<file path="config.mk">
export PLATFORM = sky130hd
export DESIGN_NAME = mem_stage_buf_flat
export DESIGN_NICKNAME = d
export VERILOG_FILES = /design/src/rtl/cpu_pkg.sv /design/src/rtl/mem_stage_buf_if.sv /design/src/rtl/mem_entry_fmt.sv /design/src/rtl/mem_stage_buf.sv /design/src/flat_wrapper.sv
export SDC_FILE = /design/constraint.sdc
export NUM_CORES = 1
export LEC_CHECK = 0
export CAP_MARGIN = 5
export CORE_MARGIN = 1.5
export CORE_UTILIZATION = 41
export CTS_BUF_LIST = sky130_fd_sc_hd__clkbuf_4 sky130_fd_sc_hd__clkbuf_8
export CTS_CLUSTER_DIAMETER = 30
export DETAILED_ROUTE_END_ITERATION = 16
export PLACE_DENSITY = 0.89
export SLEW_MARGIN = 5
export SYNTH_ARGS = -nofsm -noshare
export SYNTH_HDL_FRONTEND = slang
export SYNTH_SLANG_ARGS = --single-unit
</file>
<file path="constraint.sdc">
create_clock -name clk -period 1.5 [get_ports clk]
set_input_delay 0.15 -clock clk [delete_from_list [all_inputs] [get_ports clk]]
set_output_delay 0.15 -clock clk [all_outputs]
set_load 0.1 [all_outputs]
</file>
<file path="src/rtl/cpu_pkg.sv">
// Shared CPU pipeline constants, MEM/WB buffer state encoding and the default-width entry type.
// No logic; imported by the MEM/WB staging files.
package cpu_pkg;

    localparam int XLEN_DEF   = 32;
    localparam int REG_AW_DEF = 5;
    localparam int CTRL_W_DEF = 2;
    localparam int EXP_W_DEF  = 3;

    localparam logic [1:0] CTRL_OP_NOP        = 2'd0;
    localparam logic [2:0] ISA_EXP_NO_EXP     = 3'd0;
    localparam logic [2:0] ISA_EXP_MISS_ALIGN = 3'd1;

    typedef enum logic [1:0] {
        EMPTY = 2'd0,
        ONE   = 2'd1,
        TWO   = 2'd2
    } buf_state_e;

    typedef struct packed {
        logic [XLEN_DEF-1:0]   pc;
        logic                  en;
        logic                  br_flag;
        logic [CTRL_W_DEF-1:0] ctrl_op;
        logic [REG_AW_DEF-1:0] dst_addr;
        logic                  gpr_we_;
        logic [EXP_W_DEF-1:0]  exp_code;
        logic [XLEN_DEF-1:0]   out;
    } mem_entry_t;

endpackage

</file>
<file path="src/rtl/mem_stage_buf_if.sv">
// MEM/WB stage handshake bundle: upstream in_* side and downstream out_* side.
// master = memory-access unit / write-back pair, slave = the stage buffer.
interface mem_stage_buf_if #(
    parameter int XLEN   = 32,
    parameter int REG_AW = 5,
    parameter int CTRL_W = 2,
    parameter int EXP_W  = 3
) ();
    logic              in_valid;
    logic              in_ready;
    logic [XLEN-1:0]   in_pc;
    logic              in_en;
    logic              in_br_flag;
    logic [CTRL_W-1:0] in_ctrl_op;
    logic [REG_AW-1:0] in_dst_addr;
    logic              in_gpr_we_;
    logic [EXP_W-1:0]  in_exp_code;
    logic [XLEN-1:0]   in_out;
    logic              in_miss_align;

    logic              out_valid;
    logic              out_ready;
    logic [XLEN-1:0]   out_pc;
    logic              out_en;
    logic              out_br_flag;
    logic [CTRL_W-1:0] out_ctrl_op;
    logic [REG_AW-1:0] out_dst_addr;
    logic              out_gpr_we_;
    logic [EXP_W-1:0]  out_exp_code;
    logic [XLEN-1:0]   out_out;

    modport master (
        output in_valid, in_pc, in_en, in_br_flag, in_ctrl_op, in_dst_addr,
               in_gpr_we_, in_exp_code, in_out, in_miss_align, out_ready,
        input  in_ready, out_valid, out_pc, out_en, out_br_flag, out_ctrl_op,
               out_dst_addr, out_gpr_we_, out_exp_code, out_out
    );

    modport slave (
        input  in_valid, in_pc, in_en, in_br_flag, in_ctrl_op, in_dst_addr,
               in_gpr_we_, in_exp_code, in_out, in_miss_align, out_ready,
        output in_ready, out_valid, out_pc, out_en, out_br_flag, out_ctrl_op,
               out_dst_addr, out_gpr_we_, out_exp_code, out_out
    );
endinterface

</file>
<file path="src/rtl/mem_entry_fmt.sv">
// Formats one incoming MEM entry, replacing it with a misaligned-access exception entry when flagged.
// Latency: combinational. Backpressure: none (pure function of its inputs).
module mem_entry_fmt
    import cpu_pkg::*;
#(
    parameter int XLEN   = 32,
    parameter int REG_AW = 5,
    parameter int CTRL_W = 2,
    parameter int EXP_W  = 3,
    parameter int ENT_W  = 2 * XLEN + CTRL_W + REG_AW + EXP_W + 3
) (
    input  logic [XLEN-1:0]   pc,
    input  logic              en,
    input  logic              br_flag,
    input  logic [CTRL_W-1:0] ctrl_op,
    input  logic [REG_AW-1:0] dst_addr,
    input  logic              gpr_we_,
    input  logic [EXP_W-1:0]  exp_code,
    input  logic [XLEN-1:0]   res,
    input  logic              miss_align,
    output logic [ENT_W-1:0]  ent
);
    typedef struct packed {
        logic [XLEN-1:0]   pc;
        logic              en;
        logic              br_flag;
        logic [CTRL_W-1:0] ctrl_op;
        logic [REG_AW-1:0] dst_addr;
        logic              gpr_we_;
        logic [EXP_W-1:0]  exp_code;
        logic [XLEN-1:0]   out;
    } ent_t;

    ent_t f;

    always_comb begin
        f.pc       = pc;
        f.en       = en;
        f.br_flag  = br_flag;
        f.ctrl_op  = ctrl_op;
        f.dst_addr = dst_addr;
        f.gpr_we_  = gpr_we_;
        f.exp_code = exp_code;
        f.out      = res;
        // A misaligned access must not write a register; it becomes a pure exception marker.
        if (miss_align) begin
            f.ctrl_op  = CTRL_W'(CTRL_OP_NOP);
            f.dst_addr = '0;
            f.gpr_we_  = 1'b1;
            f.exp_code = EXP_W'(ISA_EXP_MISS_ALIGN);
            f.out      = '0;
        end
    end

    assign ent = f;
endmodule

</file>
<file path="src/rtl/mem_stage_buf.sv">
// MEM/WB elastic stage buffer; MEM_STAGE_SKID_EN adds a second (skid) entry and registered in_ready.
// Latency: 1 cycle accept-to-out_valid, 1 entry/cycle throughput.
// Backpressure: skid build in_ready = state != TWO (registered); otherwise in_ready = !out_valid || out_ready.
module mem_stage_buf
    import cpu_pkg::*;
#(
    parameter int XLEN   = 32,
    parameter int REG_AW = 5,
    parameter int CTRL_W = 2,
    parameter int EXP_W  = 3
) (
    input  logic             clk,
    input  logic             reset,
    input  logic             flush,
    mem_stage_buf_if.slave   bus
);
    typedef struct packed {
        logic [XLEN-1:0]   pc;
        logic              en;
        logic              br_flag;
        logic [CTRL_W-1:0] ctrl_op;
        logic [REG_AW-1:0] dst_addr;
        logic              gpr_we_;
        logic [EXP_W-1:0]  exp_code;
        logic [XLEN-1:0]   out;
    } ent_t;

    localparam int ENT_W = $bits(ent_t);

    localparam ent_t ENT_RST = '{
        pc:       '0,
        en:       1'b0,
        br_flag:  1'b0,
        ctrl_op:  CTRL_W'(CTRL_OP_NOP),
        dst_addr: '0,
        gpr_we_:  1'b1,
        exp_code: EXP_W'(ISA_EXP_NO_EXP),
        out:      '0
    };

    ent_t       in_ent;
    ent_t       main_q;
    ent_t       main_nxt;
    buf_state_e state_q;
    buf_state_e state_d;
    logic       accept;
    logic       emit;
    logic       main_ld;

    mem_entry_fmt #(
        .XLEN   (XLEN),
        .REG_AW (REG_AW),
        .CTRL_W (CTRL_W),
        .EXP_W  (EXP_W),
        .ENT_W  (ENT_W)
    ) u_fmt (
        .pc         (bus.in_pc),
        .en         (bus.in_en),
        .br_flag    (bus.in_br_flag),
        .ctrl_op    (bus.in_ctrl_op),
        .dst_addr   (bus.in_dst_addr),
        .gpr_we_    (bus.in_gpr_we_),
        .exp_code   (bus.in_exp_code),
        .res        (bus.in_out),
        .miss_align (bus.in_miss_align),
        .ent        (in_ent)
    );

    assign bus.out_valid = (state_q != EMPTY);
`ifdef MEM_STAGE_SKID_EN
    ent_t skid_q;
    logic skid_ld;
    logic main_from_skid;

    assign bus.in_ready = (state_q != TWO);
    assign main_nxt     = main_from_skid ? skid_q : in_ent;
`else
    assign bus.in_ready = !bus.out_valid || bus.out_ready;
    assign main_nxt     = in_ent;
`endif

    assign accept = bus.in_valid && bus.in_ready;
    assign emit   = bus.out_valid && bus.out_ready;

    always_comb begin
        state_d = state_q;
        main_ld = 1'b0;
`ifdef MEM_STAGE_SKID_EN
        skid_ld        = 1'b0;
        main_from_skid = 1'b0;
`endif
        case (state_q)
            EMPTY: begin
                if (accept) begin
                    state_d = ONE;
                    main_ld = 1'b1;
                end
            end
            ONE: begin
                if (accept && emit) begin
                    main_ld = 1'b1;
                end else if (emit) begin
                    state_d = EMPTY;
`ifdef MEM_STAGE_SKID_EN
                end else if (accept) begin
                    state_d = TWO;
                    skid_ld = 1'b1;
`endif
                end
            end
`ifdef MEM_STAGE_SKID_EN
            TWO: begin
                // in_ready is low here, so the only move is draining skid into main.
                if (emit) begin
                    state_d        = ONE;
                    main_ld        = 1'b1;
                    main_from_skid = 1'b1;
                end
            end
`endif
            default: state_d = EMPTY;
        endcase
        if (flush) begin
            state_d = EMPTY;
        end
    end

    always_ff @(posedge clk) begin
        if (reset) begin
            state_q <= EMPTY;
        end else begin
            state_q <= state_d;
        end
    end

    always_ff @(posedge clk) begin
        if (reset || flush) begin
            main_q <= ENT_RST;
        end else if (main_ld) begin
            main_q <= main_nxt;
        end
    end

`ifdef MEM_STAGE_SKID_EN
    always_ff @(posedge clk) begin
        if (reset || flush) begin
            skid_q <= ENT_RST;
        end else if (skid_ld) begin
            skid_q <= in_ent;
        end
    end
`endif

    assign bus.out_pc       = main_q.pc;
    assign bus.out_en       = main_q.en;
    assign bus.out_br_flag  = main_q.br_flag;
    assign bus.out_ctrl_op  = main_q.ctrl_op;
    assign bus.out_dst_addr = main_q.dst_addr;
    assign bus.out_gpr_we_  = main_q.gpr_we_;
    assign bus.out_exp_code = main_q.exp_code;
    assign bus.out_out      = main_q.out;
endmodule

</file>
<file path="src/flat_wrapper.sv">
// flat-port wrapper written by rule: the top's interface ports become plain ports
module mem_stage_buf_flat import cpu_pkg::*;
#(
    parameter int XLEN   = 32,
    parameter int REG_AW = 5,
    parameter int CTRL_W = 2,
    parameter int EXP_W  = 3
)
  (clk, reset, flush, bus_in_valid, bus_in_pc, bus_in_en, bus_in_br_flag, bus_in_ctrl_op, bus_in_dst_addr, bus_in_gpr_we_, bus_in_exp_code, bus_in_out, bus_in_miss_align, bus_out_ready, bus_in_ready, bus_out_valid, bus_out_pc, bus_out_en, bus_out_br_flag, bus_out_ctrl_op, bus_out_dst_addr, bus_out_gpr_we_, bus_out_exp_code, bus_out_out);
  mem_stage_buf_if #(.XLEN(XLEN), .REG_AW(REG_AW), .CTRL_W(CTRL_W), .EXP_W(EXP_W)) bus_i ();
  input  logic clk;
  input  logic reset;
  input  logic flush;
  input wire logic [$bits(bus_i.in_valid)-1:0] bus_in_valid;
  input wire logic [$bits(bus_i.in_pc)-1:0] bus_in_pc;
  input wire logic [$bits(bus_i.in_en)-1:0] bus_in_en;
  input wire logic [$bits(bus_i.in_br_flag)-1:0] bus_in_br_flag;
  input wire logic [$bits(bus_i.in_ctrl_op)-1:0] bus_in_ctrl_op;
  input wire logic [$bits(bus_i.in_dst_addr)-1:0] bus_in_dst_addr;
  input wire logic [$bits(bus_i.in_gpr_we_)-1:0] bus_in_gpr_we_;
  input wire logic [$bits(bus_i.in_exp_code)-1:0] bus_in_exp_code;
  input wire logic [$bits(bus_i.in_out)-1:0] bus_in_out;
  input wire logic [$bits(bus_i.in_miss_align)-1:0] bus_in_miss_align;
  input wire logic [$bits(bus_i.out_ready)-1:0] bus_out_ready;
  output wire logic [$bits(bus_i.in_ready)-1:0] bus_in_ready;
  output wire logic [$bits(bus_i.out_valid)-1:0] bus_out_valid;
  output wire logic [$bits(bus_i.out_pc)-1:0] bus_out_pc;
  output wire logic [$bits(bus_i.out_en)-1:0] bus_out_en;
  output wire logic [$bits(bus_i.out_br_flag)-1:0] bus_out_br_flag;
  output wire logic [$bits(bus_i.out_ctrl_op)-1:0] bus_out_ctrl_op;
  output wire logic [$bits(bus_i.out_dst_addr)-1:0] bus_out_dst_addr;
  output wire logic [$bits(bus_i.out_gpr_we_)-1:0] bus_out_gpr_we_;
  output wire logic [$bits(bus_i.out_exp_code)-1:0] bus_out_exp_code;
  output wire logic [$bits(bus_i.out_out)-1:0] bus_out_out;
  assign bus_i.in_valid = bus_in_valid;
  assign bus_i.in_pc = bus_in_pc;
  assign bus_i.in_en = bus_in_en;
  assign bus_i.in_br_flag = bus_in_br_flag;
  assign bus_i.in_ctrl_op = bus_in_ctrl_op;
  assign bus_i.in_dst_addr = bus_in_dst_addr;
  assign bus_i.in_gpr_we_ = bus_in_gpr_we_;
  assign bus_i.in_exp_code = bus_in_exp_code;
  assign bus_i.in_out = bus_in_out;
  assign bus_i.in_miss_align = bus_in_miss_align;
  assign bus_i.out_ready = bus_out_ready;
  assign bus_in_ready = bus_i.in_ready;
  assign bus_out_valid = bus_i.out_valid;
  assign bus_out_pc = bus_i.out_pc;
  assign bus_out_en = bus_i.out_en;
  assign bus_out_br_flag = bus_i.out_br_flag;
  assign bus_out_ctrl_op = bus_i.out_ctrl_op;
  assign bus_out_dst_addr = bus_i.out_dst_addr;
  assign bus_out_gpr_we_ = bus_i.out_gpr_we_;
  assign bus_out_exp_code = bus_i.out_exp_code;
  assign bus_out_out = bus_i.out_out;
  mem_stage_buf #(.XLEN(XLEN), .REG_AW(REG_AW), .CTRL_W(CTRL_W), .EXP_W(EXP_W)) u_core (.clk(clk), .reset(reset), .flush(flush), .bus(bus_i));
endmodule
</file>
### Word-level counts from Yosys, hierarchy flattened

Index checks and enable logic that the tools add are counted.

| operators by class | value |
|---|---|
| shifts and indexed selects | 0 |
| equal/unequal tests | 4 |
| reduce and logical (&&, ||, !) cells | 10 |
| multipliers | 0 |
| bitwise gates (word level) | 0 |
| add/subtract/negate cells | 0 |
| mux-type cells | 8 |
| order comparisons | 0 |
| divide/modulo/power cells | 0 |

Operators with widths:

| cell | count |
|---|---|
| two-way mux 43 bit | 1 |
| two-way mux 2 bit | 3 |
| != test 2 x 1 -> 1 bit (second input constant) | 2 |
| case mux 2 bit (2 select lines) | 1 |
| logical AND 1 bit | 3 |
| AND reduction 3 bit | 1 |
| == test 2 x 1 -> 1 bit (second input constant) | 1 |
| logical NOT 2 bit | 1 |
| logical OR 1 bit | 2 |
| two-way mux 1 bit | 2 |
| != test 2 bit (second input constant) | 1 |
| case mux 1 bit (2 select lines) | 1 |
| nonzero test 2 bit | 1 |
| OR reduction 2 bit | 1 |
| logical NOT 1 bit | 1 |

| word-level totals | value |
|---|---|
| memories kept | 0 |
| memory bits (writable) | 0 |
| logic and storage cells | 31 |
| latch bits | 0 |
| ROM bits | 0 |
| bits in registers | 79 |

### Logic depth before layout (Yosys ltp)

Gate-level depths: netlist (run 1).

| depth | value |
|---|---|
| word-level depth | 7 |
| gate-level depth with buffers | 6 |
| mapped depth without buffers | 3 |

### Modules after synthesis

A second synthesis (run 1) with hierarchy kept.

| unflattened totals | value |
|---|---|
| cells, all modules | 437 |
| area total of the unflattened synthesis | 3649.8 µm² |

By module, submodules not included:

| module | times used | seq. area each (µm²) | area each (µm²) | cells an instance |
|---|---|---|---|---|
| mem_stage_buf | 1 | 1561.5 | 3099.2 | 356 |
| mem_entry_fmt | 1 | 0.0 | 550.5 | 81 |

### Least setup slack after synthesis (run 1)

No wires, ideal clock.

| timing | value |
|---|---|
| kind | register to register |
| start point | register u_core.state_q[0] |
| end point | register u_core.main_q, in the netlist u_core.bus.out_ctrl_op[0] |
| data required time | 1428 ps |
| cell stages (with the launch flop) | 6 |
| path slack | -840 ps |
| arrival | 2268 ps |
| library setup time | 72 ps |
| path through | dfxtp_1 > nand2b_1 > buf_2 > clkbuf_1 > nand4_1 > o21ai_1 |

| on the way | value |
|---|---|
| longest elaborated chain between the ends | 7 |
| elaborated cells on any way between the ends | 11 |

RTL lines:

| item | RTL line | RTL |
|---|---|---|
| from (decl) | mem_stage_buf.sv:44 | `buf_state_e state_q;` |
| from (signal assigned) | mem_stage_buf.sv:132 | `state_q <= state_d;` |
| nonzero test 2 bit * | mem_stage_buf.sv:69 | `assign bus.out_valid = (state_q != EMPTY);` |
| logical NOT 1 bit * | mem_stage_buf.sv:78 | `assign bus.in_ready = !bus.out_valid \|\| bus.out_ready;` |
| logical OR 1 bit * | mem_stage_buf.sv:78 |  |
| named net bus_in_ready | flat_wrapper.sv:25 | `output wire logic [$bits(bus_i.in_ready)-1:0] bus_in_ready;` |
| logical AND 1 bit * | mem_stage_buf.sv:82 | `assign accept = bus.in_valid && bus.in_ready;` |
| logical AND 1 bit | mem_stage_buf.sv:100 | `if (accept && emit) begin` |
| two-way mux 1 bit | mem_stage_buf.sv:100 |  |
| case mux 1 bit (2 select lines) * | mem_stage_buf.sv:92 | `case (state_q)` |
| to (signal assigned) | mem_stage_buf.sv:140 | `main_q <= main_nxt;` |
| to (decl) | mem_stage_buf.sv:42 | `ent_t main_q;` |

The timed path passes the listed nets; every way through them passes the cells marked *.
A chain may end at the register's enable or synchronous reset.

### Worst setup path after layout (run 1)

| timing | value |
|---|---|
| start point | register u_core.state_q[0] |
| end point | output port bus_in_ready |

| on the way | value |
|---|---|
| longest elaborated chain between the ends | 3 |

RTL lines:

| item | RTL line |
|---|---|
| nonzero test 2 bit | mem_stage_buf.sv:69 |
| logical NOT 1 bit | mem_stage_buf.sv:78 |
| logical OR 1 bit | mem_stage_buf.sv:78 |
| to (decl) | flat_wrapper.sv:25 |

No other way between the ends.

==> impl_metrics.py, run 1 <==
metrics = {
    "sta": {
        "drv_slew": 0,
        "slew_headroom_pct": 56.2,
        "layout_worst_path_cycle_share_pct": 95.6,
        "setup_viol": 0,
        "setup_ws_ps": 65.9,
        "rsz0062_at_grt": "false",
        "hold_violations": 0,
        "tightest_slew_ps": 640,
        "max_clock_freq_ghz": 0.697,
        "fin_crit_ps": 1430,
        "skew_ps": 9.66,
    },
    "synth": {
        "syn_area_mm2": 0.00324,
        "synth_area_per_cell_um2": 8.09,
        "ys_types": 19,
        "synth_seq_cells": 78,
        "synth_area_leaders": "dfxtp_1 48%, nand4_1 14%, nand2_1 8.8%",
        "synth_top_area_cell": "dfxtp_1",
        "synth_nets": 484,
        "seq_area_frac_synth_pct": 48.1,
        "netlist.area_leader.share_pct": 48.1,
        "synth_cells": 401,
        "ys_warn_count": 0,
    },
    "global_route": {
        "grt-ovfl-total": 0,
        "first_global_vias": 3589,
        "antenna_found_initial": 0,
        "gr-usage-all-layers_pct": 25.3,
        "grt_pass1_wl_um": 17000,
        "grt_max_degree": 44,
    },
    "detailed_routing": {
        "wl_per_cell_um": 16.2,
        "first_iter_violations": 150,
        "routed_wirelength_um": 10600,
        "ant_nets": 0,
        "routed_via_density": 5.38,
        "dr_total_vias": 3509,
        "drcViolationCount": 0,
        "first_pass_iters": 4,
    },
    "floorplanning": {
        "io_pins": 162,
        "coreArea_mm2": 0.00769,
        "initial_core_util_pct": 42.2,
        "die_w_um": 91.9,
        "placementRows": 32,
        "die_area_mm2": 0.00845,
        "die_y_um": 91.9,
    },
    "cells_and_area": {
        "final_cell_mix": "90 x buf_12, 81 x clkdlybuf4s50_1, 77 x dfxtp_1",
        "fin_area_mm2": 0.00600,
        "regArea_mm2": 0.00157,
        "num_antenna_cells": 0,
        "fill_cells": 520,
        "layout_commonest_cell": "buf_12",
        "drive_above_1_share_pct": 21.6,
        "multi_input_area_mm2": 0.00146,
        "final_util_pct": 78.1,
        "syn_to_final_growth_pct": 85.1,
        "instances_no_fill": 652,
        "nNetsFinal": 628,
    },
    "power_and_ir_drop": {
        "seq_power_share_pct": 45.5,
        "max-vdd-ir-drop_mv": 0.688,
        "p_leak_nw": 2.13,
        "power_density_mw_per_mm2": 800,
        "swShare_pct": 31.4,
        "pwr-share-clk_pct": 29.1,
        "p_sw_mw": 1.51,
        "power.combinational.fraction_pct": 25.4,
        "p_int_mw": 3.29,
    },
    "clock_network": {
        "post_cts_buffers": 0,
        "cts_buffer_depth": 2,
        "cts_root_buf": "clkbuf_8",
        "cts_tree": "built",
        "h-tree-depth": 3,
        "cts.sinks": 78,
        "insertion_delay_ps": 340,
        "cts_buffers": 9,
        "cts_resized": 0,
        "clk_pin_slew_worst_paths_ps": 70,
        "hold_buffers": 0,
    },
    "setup_path": {
        "worstPathRequired_ps": 1350,
        "cp_data_arrival_time_ps": 1280,
        "crit_start": "u_core.state_q[0]",
        "end_kind": "output pin",
        "setup.worst_path.start_class": "flop",
        "rr_startpoint": "u_core.state_q[0]",
        "cp_max_fo": 41,
        "critPathSlowestCell": "dfxtp_4",
        "worstPathCellList": "nand2b_2, buf_12, buf_12",
        "crit_type": "reg2out",
        "cpMostUsedCell": "buf_12",
        "cp_slowest_stage_delay_ps": 360,
    },
    "worst_hold_path": {
        "min_path_type": "in2reg",
        "hold_start": "bus_in_valid",
    },
    "placed_design": {
        "gp_congestion": 0.770,
        "dp_hpwl_um": 7840,
        "dp_cells": 636,
        "place_ws_ps": -154,
        "port_buffers": 161,
        "place_area_mm2": 0.00583,
    },
    "status": {
        "status": "finished clean",
    },
    "flow_run": {
        "maxCapViolations": 0,
    },
}
[metal layers]
layer | share of wire, % | track usage, % | up-vias
li1 | - | - | 1693
met1 | 38 | 27.1 | 1653
met2 | 52 | 46.4 | 135
met3 | 6.3 | 6.14 | 28
met4 | 2.9 | 11.7 | 0
met5 | 0 | 0 | -
[path summary, 6_finish.rpt]
| kind | end | slack, ps | depth (start not counted) |
|---|---|---|---|
| max | bus_in_ready | 70 | 3 |
| min | u_core.bus.out_gpr_we_ | 260 | 3 |
| max reg2reg | u_core.bus.out_gpr_we_ | 160 | 3 |
| min reg2reg | u_core.bus.out_out[26] | 480 | 2 |
[flip-flops by register name, summed over array words and instances, names as in the netlist]
signal,flops
u_core.bus.out_br_flag,1
u_core.bus.out_ctrl_op,2
u_core.bus.out_dst_addr,5
u_core.bus.out_en,1
u_core.bus.out_exp_code,3
u_core.bus.out_gpr_we_,1
u_core.bus.out_out,32
u_core.bus.out_pc,32
u_core.state_q,1
[worst max-delay path: cells and delay by family, from the launching register on]
kind | cells | cell delay, ps
and+or+nand+nor | 1 | 140
DFF | 1 | 360
buffers and inverters | 2 | 430
[logic make-up after synthesis]
family,after synthesis,share of synthesized area [%]
DFF,78,48.1
AOI/OAI and AO/OA,80,12.9
and+or+nand+nor,196,32.1
buffers and inverters,47,6.87
[cells in the mapped netlist]
cell / instances
inv_1: 1
o21ai_1: 55
nor2_1: 1
clkbuf_1: 25
o2111ai_1: 1
buf_1: 4
nor2_4: 1
buf_2: 13
a21boi_1: 1
nand4_1: 75
and2_4: 1
a2111oi_0: 1
nor2b_1: 41
a31oi_2: 1
nand2b_1: 1
dfxtp_1: 78
o21ai_0: 21
buf_6: 4
nand2_1: 76
[power by group through the flow]
| stage | logic, mW | clock network [mW] | registers [mW] |
|---|---|---|---|
| after global placement | 1.19 | 0 | 2.23 |
| after global routing | 1.27 | 1.53 | 2.19 |
| final | 1.22 | 1.40 | 2.19 |
| after detailed placement | 1.22 | 0 | 2.23 |
| after floorplan | 0.257 | 0 | 2.60 |
| after CTS | 1.22 | 1.42 | 2.19 |
[layout make-up]
class,instances,area share (%)
clock inverters,5,0.584
repair buffers,179,44.5
well taps,102,2.13
multi-input cells,276,24.3
clock buffers,11,2.31
flip-flops and latches,78,26.1
inverters,1,0.0625
[metrics by stage]
step | total power, mW | hold WS (ps) | setup TNS (ps)
floorplan | 2.86 | 293 | 0
global placement | 3.42 | 473 | 0
detailed placement | 3.45 | 476 | -163
CTS | 4.82 | 253 | 0
global route | 4.99 | 268 | 0
finish | 4.80 | 258 | 0
Power figures use the tool's default switching activity.
==> run 2: changes to the inputs <==
- CORE_UTILIZATION: 41 -> 65
- DONT_BUFFER_PORTS: not set -> 1
- PLACE_DENSITY: 0.89 -> 0.88
==> impl_metrics.py, run 2 (synthesized netlist as in run 1, its figures left out) <==
metrics = {
    "setup_path": {
        "worstPathCellList": "nand2b_4, buf_4, nand4_1, o21ai_1",
        "worstPathRequired_ps": 1740,
        "cp_slowest_stage_delay_ps": 450,
        "crit_buf_inv": 1,
        "cp_data_arrival_time_ps": 1700,
        "setup.worst_path.start_class": "flop",
        "crit_family": "buffers and inverters",
        "cp_max_fo": 23,
        "end_kind": "flop",
        "crit_type": "reg2reg",
        "critPathSlowestCell": "buf_4",
        "reg2reg_slack_ps": 50,
    },
    "sta": {
        "skew_ps": 14.4,
        "slew_headroom_pct": 63.3,
        "tightest_slew_ps": 537,
        "timing.hold.ws_ps": -22.9,
        "max_clock_freq_ghz": 0.689,
        "hold_violations": 10,
        "setup-tns-final_ps": 0,
        "setup_ws_ps": 48.4,
        "layout_worst_path_cycle_share_pct": 96.8,
        "fin_crit_ps": 1450,
        "drv_slew": 0,
        "setup_viol": 0,
    },
    "flow_run": {
        "maxCapViolations": 0,
    },
    "power_and_ir_drop": {
        "max-vdd-ir-drop_mv": 0.922,
        "p_leak_nw": 1.65,
        "power_density_mw_per_mm2": 1030,
    },
    "placed_design": {
        "place_area_mm2": 0.00381,
        "dp_cells": 508,
        "port_buffers": 0,
        "gp_congestion": 0.854,
        "dp_hpwl_um": 5680,
        "place_ws_ps": 276,
    },
    "global_route": {
        "gr-usage-all-layers_pct": 39.2,
        "grt-ovfl-total": 0,
        "first_global_vias": 3154,
        "antenna_found_initial": 0,
        "grt_max_degree": 111,
        "grt_pass1_wl_um": 16000,
    },
    "cells_and_area": {
        "drive_above_1_share_pct": 22.0,
        "final_cell_mix": "82 x buf_4, 77 x dfxtp_1, 76 x nand2_1",
        "fill_cells": 210,
        "layout_commonest_cell": "buf_4",
        "syn_to_final_growth_pct": 33.4,
        "instances_no_fill": 558,
        "nNetsFinal": 569,
        "fin_area_mm2": 0.00433,
        "num_antenna_cells": 0,
    },
    "clock_network": {
        "cts_buffer_depth": 2,
        "h-tree-depth": 3,
        "cts_resized": 0,
        "insertion_delay_ps": 350,
        "cts_root_buf": "clkbuf_8",
        "cts_buffers": 9,
        "post_cts_buffers": 0,
        "cts.sinks": 78,
        "clk_pin_slew_worst_paths_ps": 90,
        "cts_tree": "built",
    },
    "detailed_routing": {
        "dr_wl_met2_um": 5770,
        "topRoutingLayerUsed": "met4",
        "dr_total_vias": 3640,
        "routed_via_density": 6.52,
        "first_iter_violations": 600,
        "routed_wirelength_um": 12200,
        "first_pass_iters": 6,
        "wl_met1_um": 4290,
        "dr_wl_met3_um": 1420,
        "ant_nets": 0,
        "wl_per_cell_um": 21.8,
        "drcViolationCount": 0,
    },
    "floorplanning": {
        "placementRows": 25,
        "io_pins": 162,
        "initial_core_util_pct": 68.2,
        "coreArea_mm2": 0.00475,
        "die_area_mm2": 0.00542,
        "die_w_um": 73.6,
        "die_y_um": 73.6,
    },
    "worst_hold_path": {
        "min_path_type": "in2reg",
    },
    "status": {
        "violations": "hold timing",
        "status": "complete, but fails checks",
    },
}
==> run 2: cell count changes in the layout (fill, tap and decap cells not counted) <==
cell / delta
inv_4: -1
buf_2: -1
nand2b_2: -1
nand2b_4: +1
dlygate4sd3_1: +33
buf_4: +75
clkinvlp_4: -2
clkinv_2: +5
buf_12: -85
clkdlybuf4s50_1: -81
clkbuf_4: -1
clkinv_4: -1
==> run 2: report_power, final <==
group | internal (mW) | switching (mW)
logic | 0.229 | 0.658
clock network | 0.603 | 0.788
registers | 2.12 | 0.0391
==> run 2: area by class of cell <==
| cell class | count | area [um^2] | area share [%] |
|---|---|---|---|
| clock buffer | 10 | 131 | 3.04 |
| sequential | 78 | 1570 | 36.2 |
| multi-input combinational | 276 | 1470 | 33.9 |
| inverter | 1 | 3.75 | 0.0868 |
| clock inverter | 6 | 30.0 | 0.694 |
| tap | 67 | 83.8 | 1.94 |
| timing repair buffer | 120 | 1050 | 24.2 |
==> run 2: worst reg2reg max path: stages, from the launching register on <==
cell and delay, ps:
dfxtp_4 360, nand2b_4 100, buf_4 450, nand4_1 210
o21ai_1 220
==> run 2: final timing paths <==
kind	endpoint	cells after the start	from
hold / removal	u_core.bus.out_pc[17]	2	bus_in_valid
setup / recovery	u_core.bus.out_pc[12]	4	u_core.state_q[0]
setup reg to reg	u_core.bus.out_pc[12]	4	u_core.state_q[0]
hold reg to reg	u_core.bus.out_out[8]	2	u_core.bus.out_out[8]
==> run 2: metrics by stage <==
| step | power (mW) | util [%] |
|---|---|---|
| final | 4.44 | 91.0 |
| after global routing | 4.52 | 91.0 |
| after CTS | 4.30 | 89.9 |
| after detailed placement | 2.96 | 80.2 |
| after global placement | 2.94 | 80.2 |
| after floorplan | 2.86 | - |
==> run 2: per-layer routing <==
layer  track usage [%]  up-vias
met2              64.3      340
met4              22.2        0
li1                  -     1578
met5                 0        -
met1              45.7     1638
met3              11.1       84
==> run 2: repair_timing <==
action | in CTS | in global routing
endpoints found under the hold margin | 68 | 32
hold buffers | 30 | 4
endpoints found under the setup margin | 0 | 0
